<file path="config.mk">
export PLATFORM = sky130hd
export DESIGN_NAME = regfile_write_arbiter
export DESIGN_NICKNAME = d
export VERILOG_FILES = /design/src/rtl/regfile_write_arbiter_pkg.sv /design/src/rtl/regfile_write_arbiter_rr_arbiter2.sv /design/src/rtl/regfile_write_arbiter.sv
export SDC_FILE = /design/constraint.sdc
export NUM_CORES = 1
export LEC_CHECK = 0
export CORE_MARGIN = 3
export CORE_UTILIZATION = 40
export CTS_BUF_LIST = sky130_fd_sc_hd__clkbuf_4 sky130_fd_sc_hd__clkbuf_8 sky130_fd_sc_hd__clkbuf_16
export DETAILED_ROUTE_END_ITERATION = 8
export PLACE_DENSITY = 0.9
export SLEW_MARGIN = 10
export SYNTH_ARGS = -nofsm -noshare
export SYNTH_HDL_FRONTEND = slang
export SYNTH_SLANG_ARGS = --single-unit
</file>
<file path="constraint.sdc">
create_clock -name clk -period 1.6 [get_ports clk]
set_input_delay 0.32 -clock clk [delete_from_list [all_inputs] [get_ports clk]]
set_output_delay 0.32 -clock clk [all_outputs]
set_load 0.01 [all_outputs]
</file>
<file path="src/rtl/regfile_write_arbiter_pkg.sv">
// Shared defaults and FSM encoding for the register-file write path
// (arbiter, register file and datapath all import this).
package regfile_write_arbiter_pkg;

   localparam int DATA_W_DEF   = 16;
   localparam int ADDR_W_DEF   = 4;
   localparam int NUM_REGS_DEF = 16;

   typedef enum logic {
      IDLE  = 1'b0,
      CLEAR = 1'b1
   } rf_state_e;

endpackage

</file>
<file path="src/rtl/regfile_write_arbiter_rr_arbiter2.sv">
// Two-input round-robin arbiter: a lone request always wins, and on a tie
// the requester that was not granted most recently wins.
module rr_arbiter2 (
   input  logic       clk,
   input  logic       rst,
   input  logic [1:0] req,
   output logic [1:0] grant
);

   logic favour_b;

   always_comb begin
      grant = 2'b00;
      if (req[0] && (!req[1] || !favour_b)) begin
         grant = 2'b01;
      end else if (req[1]) begin
         grant = 2'b10;
      end
   end

   // After any grant, the tie-break goes to the other requester.
   always_ff @(posedge clk or posedge rst) begin
      if (rst) begin
         favour_b <= 1'b0;
      end else if (grant[0]) begin
         favour_b <= 1'b1;
      end else if (grant[1]) begin
         favour_b <= 1'b0;
      end
   end

endmodule

</file>
<file path="src/rtl/regfile_write_arbiter.sv">
// Register-file write arbiter: merges ALU writeback (A) and load return (B)
// onto one registered write port, with a zero-fill sweep over all registers.
module regfile_write_arbiter
   import regfile_write_arbiter_pkg::*;
#(
   parameter int DATA_W   = DATA_W_DEF,
   parameter int ADDR_W   = ADDR_W_DEF,
   parameter int NUM_REGS = NUM_REGS_DEF
) (
   input  logic              clk,
   input  logic              rst,
   input  logic              a_valid,
   output logic              a_ready,
   input  logic [ADDR_W-1:0] a_reg,
   input  logic [DATA_W-1:0] a_data,
   input  logic              b_valid,
   output logic              b_ready,
   input  logic [ADDR_W-1:0] b_reg,
   input  logic [DATA_W-1:0] b_data,
   input  logic              clear_start,
   output logic              clear_busy,
   output logic              clear_done,
   output logic              rf_enable,
   output logic [ADDR_W-1:0] rf_write_reg,
   output logic [DATA_W-1:0] rf_write_data
);

   localparam logic [ADDR_W-1:0] LAST_IDX = ADDR_W'(NUM_REGS - 1);

   rf_state_e         state;
   rf_state_e         state_next;
   logic [ADDR_W-1:0] idx;
   logic [ADDR_W-1:0] idx_inc;
   logic              last_idx;
   logic              accept_en;
   logic [1:0]        grant;

   assign idx_inc   = idx + ADDR_W'(1);
   assign last_idx  = (idx == LAST_IDX);
   // A clear request in the same cycle blocks both requesters.
   assign accept_en = (state == IDLE) && !clear_start;

   rr_arbiter2 u_arb (
      .clk   (clk),
      .rst   (rst),
      .req   ({b_valid, a_valid} & {2{accept_en}}),
      .grant (grant)
   );

   assign a_ready = grant[0];
   assign b_ready = grant[1];

   always_comb begin
      state_next = state;
      case (state)
         IDLE:    if (clear_start) state_next = CLEAR;
         CLEAR:   if (last_idx)    state_next = IDLE;
         default: state_next = IDLE;
      endcase
   end

   always_ff @(posedge clk or posedge rst) begin
      if (rst) begin
         state <= IDLE;
      end else begin
         state <= state_next;
      end
   end

   // While in CLEAR the rf_* outputs carry the sweep write for idx, so the
   // sweep lasts exactly NUM_REGS cycles and never runs past LAST_IDX.
   always_ff @(posedge clk or posedge rst) begin
      if (rst) begin
         idx           <= '0;
         rf_enable     <= 1'b0;
         rf_write_reg  <= '0;
         rf_write_data <= '0;
         clear_busy    <= 1'b0;
         clear_done    <= 1'b0;
      end else begin
         rf_enable  <= 1'b0;
         clear_busy <= 1'b0;
         clear_done <= 1'b0;
         if (state == IDLE) begin
            if (clear_start) begin
               idx           <= '0;
               rf_enable     <= 1'b1;
               rf_write_reg  <= '0;
               rf_write_data <= '0;
               clear_busy    <= 1'b1;
               clear_done    <= (LAST_IDX == '0);
            end else if (grant[0]) begin
               rf_enable     <= 1'b1;
               rf_write_reg  <= a_reg;
               rf_write_data <= a_data;
            end else if (grant[1]) begin
               rf_enable     <= 1'b1;
               rf_write_reg  <= b_reg;
               rf_write_data <= b_data;
            end
         end else if (!last_idx) begin
            idx           <= idx_inc;
            rf_enable     <= 1'b1;
            rf_write_reg  <= idx_inc;
            rf_write_data <= '0;
            clear_busy    <= 1'b1;
            clear_done    <= (idx_inc == LAST_IDX);
         end
      end
   end

endmodule

</file>
# Word-level counts from Yosys, hierarchy flattened
# Cells that the tools add are included.
# totals
regBits	29
out_inout_bits	25
# classes
addsub	1
n_eq_ne	3
n_mux	26
n_bitwise	2
reduce_logical	11
# ops
op	n
$mux 16	5
$mux 4	7
$mux 1	11
$eq 4x4->1 const B	2
$add 4x1->4 const B	1
$mux 2	2
$reduce_and 2->1	2
$reduce_bool 2->1	2
$reduce_bool 4->1	1
$logic_not 1->1	3
$and 2x2->2	1
$logic_and 1x1->1	2
$ne 2x2->1 const B	1
$pmux 1 s2	1
$logic_or 1x1->1	1
$not 1->1	1

# Depth between registers and ports, before layout
# Gate-level depths: netlist (run 1).
# logic_depth
ltp_word	11
depth_mapped	7

# By module
# Synthesis (run 1) repeated with hierarchy kept, for this count alone.
# hier_totals
cells_unflattened	138
area_unflattened_um2	1574.0
# by_module_without_submodules
module	instances	cells_each	area_per_inst_um2	seq_area_each_um2
regfile_write_arbiter	1	131	1516.5	675.6
rr_arbiter2	1	7	57.6	25.0

# Worst setup path before layout (run 1)
# No wires, ideal clock.
# synth_timing
path_type	reg2reg
startpoint	reg idx[0]
endpoint	reg rf_write_reg[3]
setup_time_ps	118
t_arrival_ps	1358
path_slack_ps	124
stages_incl_launch_ff	8
path_cell_list	dfrtp_1 -> ha_1 -> clkbuf_1 -> nand4_1 -> o31a_1 -> buf_6 -> o22ai_2 -> a21o_1
# synth_via
elab_chain_len	3
elab_cells_between_ends	6
cone_classes	add/sub: 1; eq/ne: 2; mux: 2; reduce/logical: 1
# synth_lines
element	line_no	source
start, declared	regfile_write_arbiter.sv:32	logic [ADDR_W-1:0] idx;
start signal, assigned	regfile_write_arbiter.sv:102	idx <= idx_inc;
$add 4x1->4 / $eq 4x4->1 (equally long branches)	regfile_write_arbiter.sv:38, regfile_write_arbiter.sv:39	
$mux 4 / $ne 2x2->1 (equally long branches)	--	
$mux 4 / $reduce_and 2->1 (equally long branches)	--	
end signal, assigned	regfile_write_arbiter.sv:94	rf_write_reg <= a_reg;
end signal, assigned	regfile_write_arbiter.sv:98	rf_write_reg <= b_reg;
end signal, assigned	regfile_write_arbiter.sv:104	rf_write_reg <= idx_inc;
end, declared	regfile_write_arbiter.sv:24	output logic [ADDR_W-1:0] rf_write_reg,
# Several ways; a longest one is shown, not always the timed one. The select of a mux whose other input is x is not followed.
# A chain may end at the register's enable or synchronous reset.

# Final worst setup path (run 1)
# layout_timing
startpoint	reg rf_write_data[6]
endpoint	out rf_write_data[6]
# layout_rtl
element	line_no	source
start, declared	regfile_write_arbiter.sv:25	output logic [DATA_W-1:0] rf_write_data
start signal, assigned	regfile_write_arbiter.sv:95	rf_write_data <= a_data;
start signal, assigned	regfile_write_arbiter.sv:99	rf_write_data <= b_data;
# No word-level cell between the ends.

==> run_results.csv, run 1 <==
group,metric,value,unit
run_status,outcome,"completed",
worst_setup_path,worst_ep_arrival_time,1.25,ns
detailed_routing,wl,3770,um
worst_setup_path,cpPeakStageDelay,0.53,ns
floorplanning,fp-row-count,21,
sta,fin_crit_sh,0.979,
synthesis,synth_edf_count,0,
synthesis,syn-num-nets,193,
power_and_ir_drop,vdd_ir_drop_max,800,uV
global_routing,track_usage,0.174,
final_layout,drive_gt1_frac,0.162,
floorplanning,io_pins,70,
worst_setup_path,startpoint_type,"flip-flop",
placement,place_hpwl,2810,um
floorplanning,die_w,66.4,um
run,drv_cap,0,
final_layout,finalCoreUtilization,0.705,
clock_network,cts_buffers,3,
worst_setup_path,crit_type,"reg2out",
synthesis,ys_seq_area_frac,0.480,
synthesis,synth-warning-count,0,
synthesis,netlist_instances,146,
final_layout,largest_reg_flops,16,
worst_setup_path,reg2reg_slack,0.04,ns
sta,period_minus_slack,1.57,ns
clock_network,numClockSinks,28,
clock_network,cts_buffer_depth,2,
sta,finalHoldViolations,0,
sta,finalSetupViolations,0,
min_path,min_path_type,"in2async",
clock_network,htree_num_levels,1,
floorplanning,coreArea,3420,um^2
worst_setup_path,cp_top_family,"buffers and inverters",
clock_network,clk_pin_slew,0.15,ns
worst_setup_path,required,1.28,ns
final_layout,num_antenna_cells,0,
detailed_routing,drt-initial-drc-count,25,
synthesis,synth.top_cells.by_area,"dfrtp_1 48%, mux2i_1 13%, o21ai_0 6.9%",
clock_network,clock_latency,0.33,ns
floorplanning,start_util,0.427,
detailed_routing,antenna_left,0,
worst_setup_path,worst_setup_path_end_kind,"output port",
synthesis,ys_ff_latch,28,
detailed_routing,post_drt_wl_per_cell,13.7,um
sta,skew,0.00518,ns
power_and_ir_drop,p_leak,1.31,nW
synthesis,ys_top_cells_by_count,"28 x dfrtp_1, 20 x o21ai_0, 19 x mux2i_1, 18 x nand3_1, 10 x nand2_1",
clock_network,cts_tree,"yes",
power_and_ir_drop,power_density,1150,nW/um^2
final_layout,area_delta_synth_final,65.0,%
synthesis,synth_most_common_cell,"dfrtp_1",
global_routing,grt_pass1_wl,5840,um
worst_setup_path,path_buf_inv,1,
synthesis,async_flop_share,1.00,
placement,placed_cell_area,2280,um^2
detailed_routing,viasPerCell,4.91,
sta,maxSlewHeadroom,0.738,
floorplanning,floorplan.die_area,4410,um^2
worst_setup_path,crit_fanout,2,
sta,worst_pin_slew,0.392,ns
synthesis,syn_area,1460,um^2
final_layout,nets,276,
floorplanning,fp.dieH,66.4,um
synthesis,ys.flop_type,"dfrtp_1",
worst_setup_path,crit_slowest_cell,"clkdlybuf4s50_1",
detailed_routing,dr.pass1.iters,4,
synthesis,netlist.area_leader.share,0.480,
worst_setup_path,path_cells,"clkdlybuf4s50_1",
global_routing,antenna_found_initial,0,
final_layout,stdcell_area,2410,um^2
detailed_routing,drc,0,
global_routing,grt_max_degree,29,
synthesis,syn_avg_cell_area,10.0,um^2
global_routing,grt-ovfl-total,0,
global_routing,grt_pass1_vias,1319,
clock_network,cts_root_buf,"clkbuf_4",
synthesis,synth_top_area_cell,"dfrtp_1",
placement,portBuffers,69,
synthesis,ys_types,30,
clock_network,cts.hold.buffers_added,0,
sta,rsz0062_at_grt,"yes",
sta,fmax,638,MHz
sta,slew_violations,0,
placement,globalplace.congestion,0.808,
detailed_routing,dr_total_vias,1344,
[cell type report]
class                   instances  area, um^2
clock buffers                   3        22.5
multi-input cells              98         673
clock inverters                 1        30.0
well taps                      46        57.6
repair buffers                 90         896
inverters                       8        30.0
flip-flops and latches         28         701
fillers                       269        1010
[report_power, final]
group	total [W]	switching, W	internal, W
Sequential	0.000972	0.000105	0.000868
Combinational	0.00134	0.000621	0.000720
Clock	0.000469	0.000216	0.000254
[layout by cell type (no fill, tap or decap)]
cell type        netlist  routed
clkdlybuf4s15_1        0       1
clkbuf_4               0       3
clkdlybuf4s50_1        0      47
nand3_1               18      18
inv_1                  8       8
o31a_1                 1       1
mux2_2                 1       1
o21ai_2                1       1
nand2_1               10      10
o221ai_2               0       2
o21a_1                 2       2
mux2i_1               19      19
ha_2                   0       1
dlymetal6s2s_1         0      15
o21ai_0               20      20
buf_2                  2       2
dfrtp_1               28      28
nand4_1                1       1
a21oi_2                0       1
a31oi_1                2       2
buf_4                  2      19
buf_12                 0       2
a21boi_2               1       1
nor2_1                 3       2
nor2_2                 0       1
bufinv_16              0       1
o22ai_2                1       1
xor2_1                 2       2
ha_1                   2       1
dlygate4sd2_1          0       4
a32o_1                 1       1
or2_4                  1       1
o21ai_1                2       2
and2_1                 1       1
a21oi_1                4       3
a21o_1                 1       1
nand2b_1               1       1
nor3b_1                1       1
[metal layers]
layer / global-route usage / part of all wire
met5: 0 / 0
met4: 0.0457 / 0.0074
met3: 0.0612 / 0.080
met2: 0.306 / 0.50
met1: 0.197 / 0.42
[logic make-up (layout without fill, tap and decap cells)]
| group | Yosys count | after routing | share of synthesized area |
|---|---|---|---|
| flip-flops | 28 | 28 | 0.480 |
| buffers and inverters | 20 | 102 | 0.0737 |
| multiplexers | 20 | 20 | 0.138 |
| AO/OA/AOI/OAI | 38 | 38 | 0.160 |
| AND/OR/NAND/NOR | 36 | 36 | 0.119 |
| XOR/XNOR | 2 | 2 | 0.0120 |
| adder cells (fa/ha/maj) | 2 | 2 | 0.0171 |
[worst paths after layout]
| check | start | end | cells after the start |
|---|---|---|---|
| worst max-delay path | rf_write_data[6] | rf_write_data[6] | 1 |
| worst min-delay path | rst | u_arb.favour_b | 3 |
| worst max register to register | clear_busy | rf_write_reg[3] | 5 |
| worst min register to register | rf_write_data[4] | rf_write_data[4] | 2 |
| max in group asynchronous | rst | clear_done | 3 |
| min in group clk | clear_start | idx[3] | 3 |
[per-stage QoR]
| step | hold WS, ns | cells | setup WS, ns | power [W] | setup TNS (ns) |
|---|---|---|---|---|---|
| 2_1_floorplan | 0.385 | 146 | 0.124 | 0.00170 | 0 |
| 3_3_place_gp | 0.479 | 266 | -0.422 | 0.00222 | -3.63 |
| 3_5_place_dp | 0.484 | 266 | -0.428 | 0.00226 | -4.70 |
| 4_1_cts | 0.325 | 270 | -0.0969 | 0.00273 | -0.0969 |
| 5_1_grt | 0.340 | 274 | -0.0267 | 0.00297 | -0.0873 |
| 6_report | 0.321 | 274 | 0.0338 | 0.00278 | 0 |
[repair_timing]
item                       4_1_cts  5_1_grt
pin swaps                        0        3
setup endpoints to repair        7       20
gates resized for setup         13       21
buffers inserted                 0        4
(Power assumes the default switching activity.)
==> inputs of run 2 (changes only) <==
--- a/config.mk
+++ b/config.mk
@@ -9,6 +9,7 @@
 export CORE_UTILIZATION = 40
 export CTS_BUF_LIST = sky130_fd_sc_hd__clkbuf_4 sky130_fd_sc_hd__clkbuf_8 sky130_fd_sc_hd__clkbuf_16
 export DETAILED_ROUTE_END_ITERATION = 8
+export HOLD_SLACK_MARGIN = 0.15
 export PLACE_DENSITY = 0.9
 export SLEW_MARGIN = 10
 export SYNTH_ARGS = -nofsm -noshare
==> results of run 2 <==
Same layout as run 1: the final DEF is identical, and so are final timing and power.
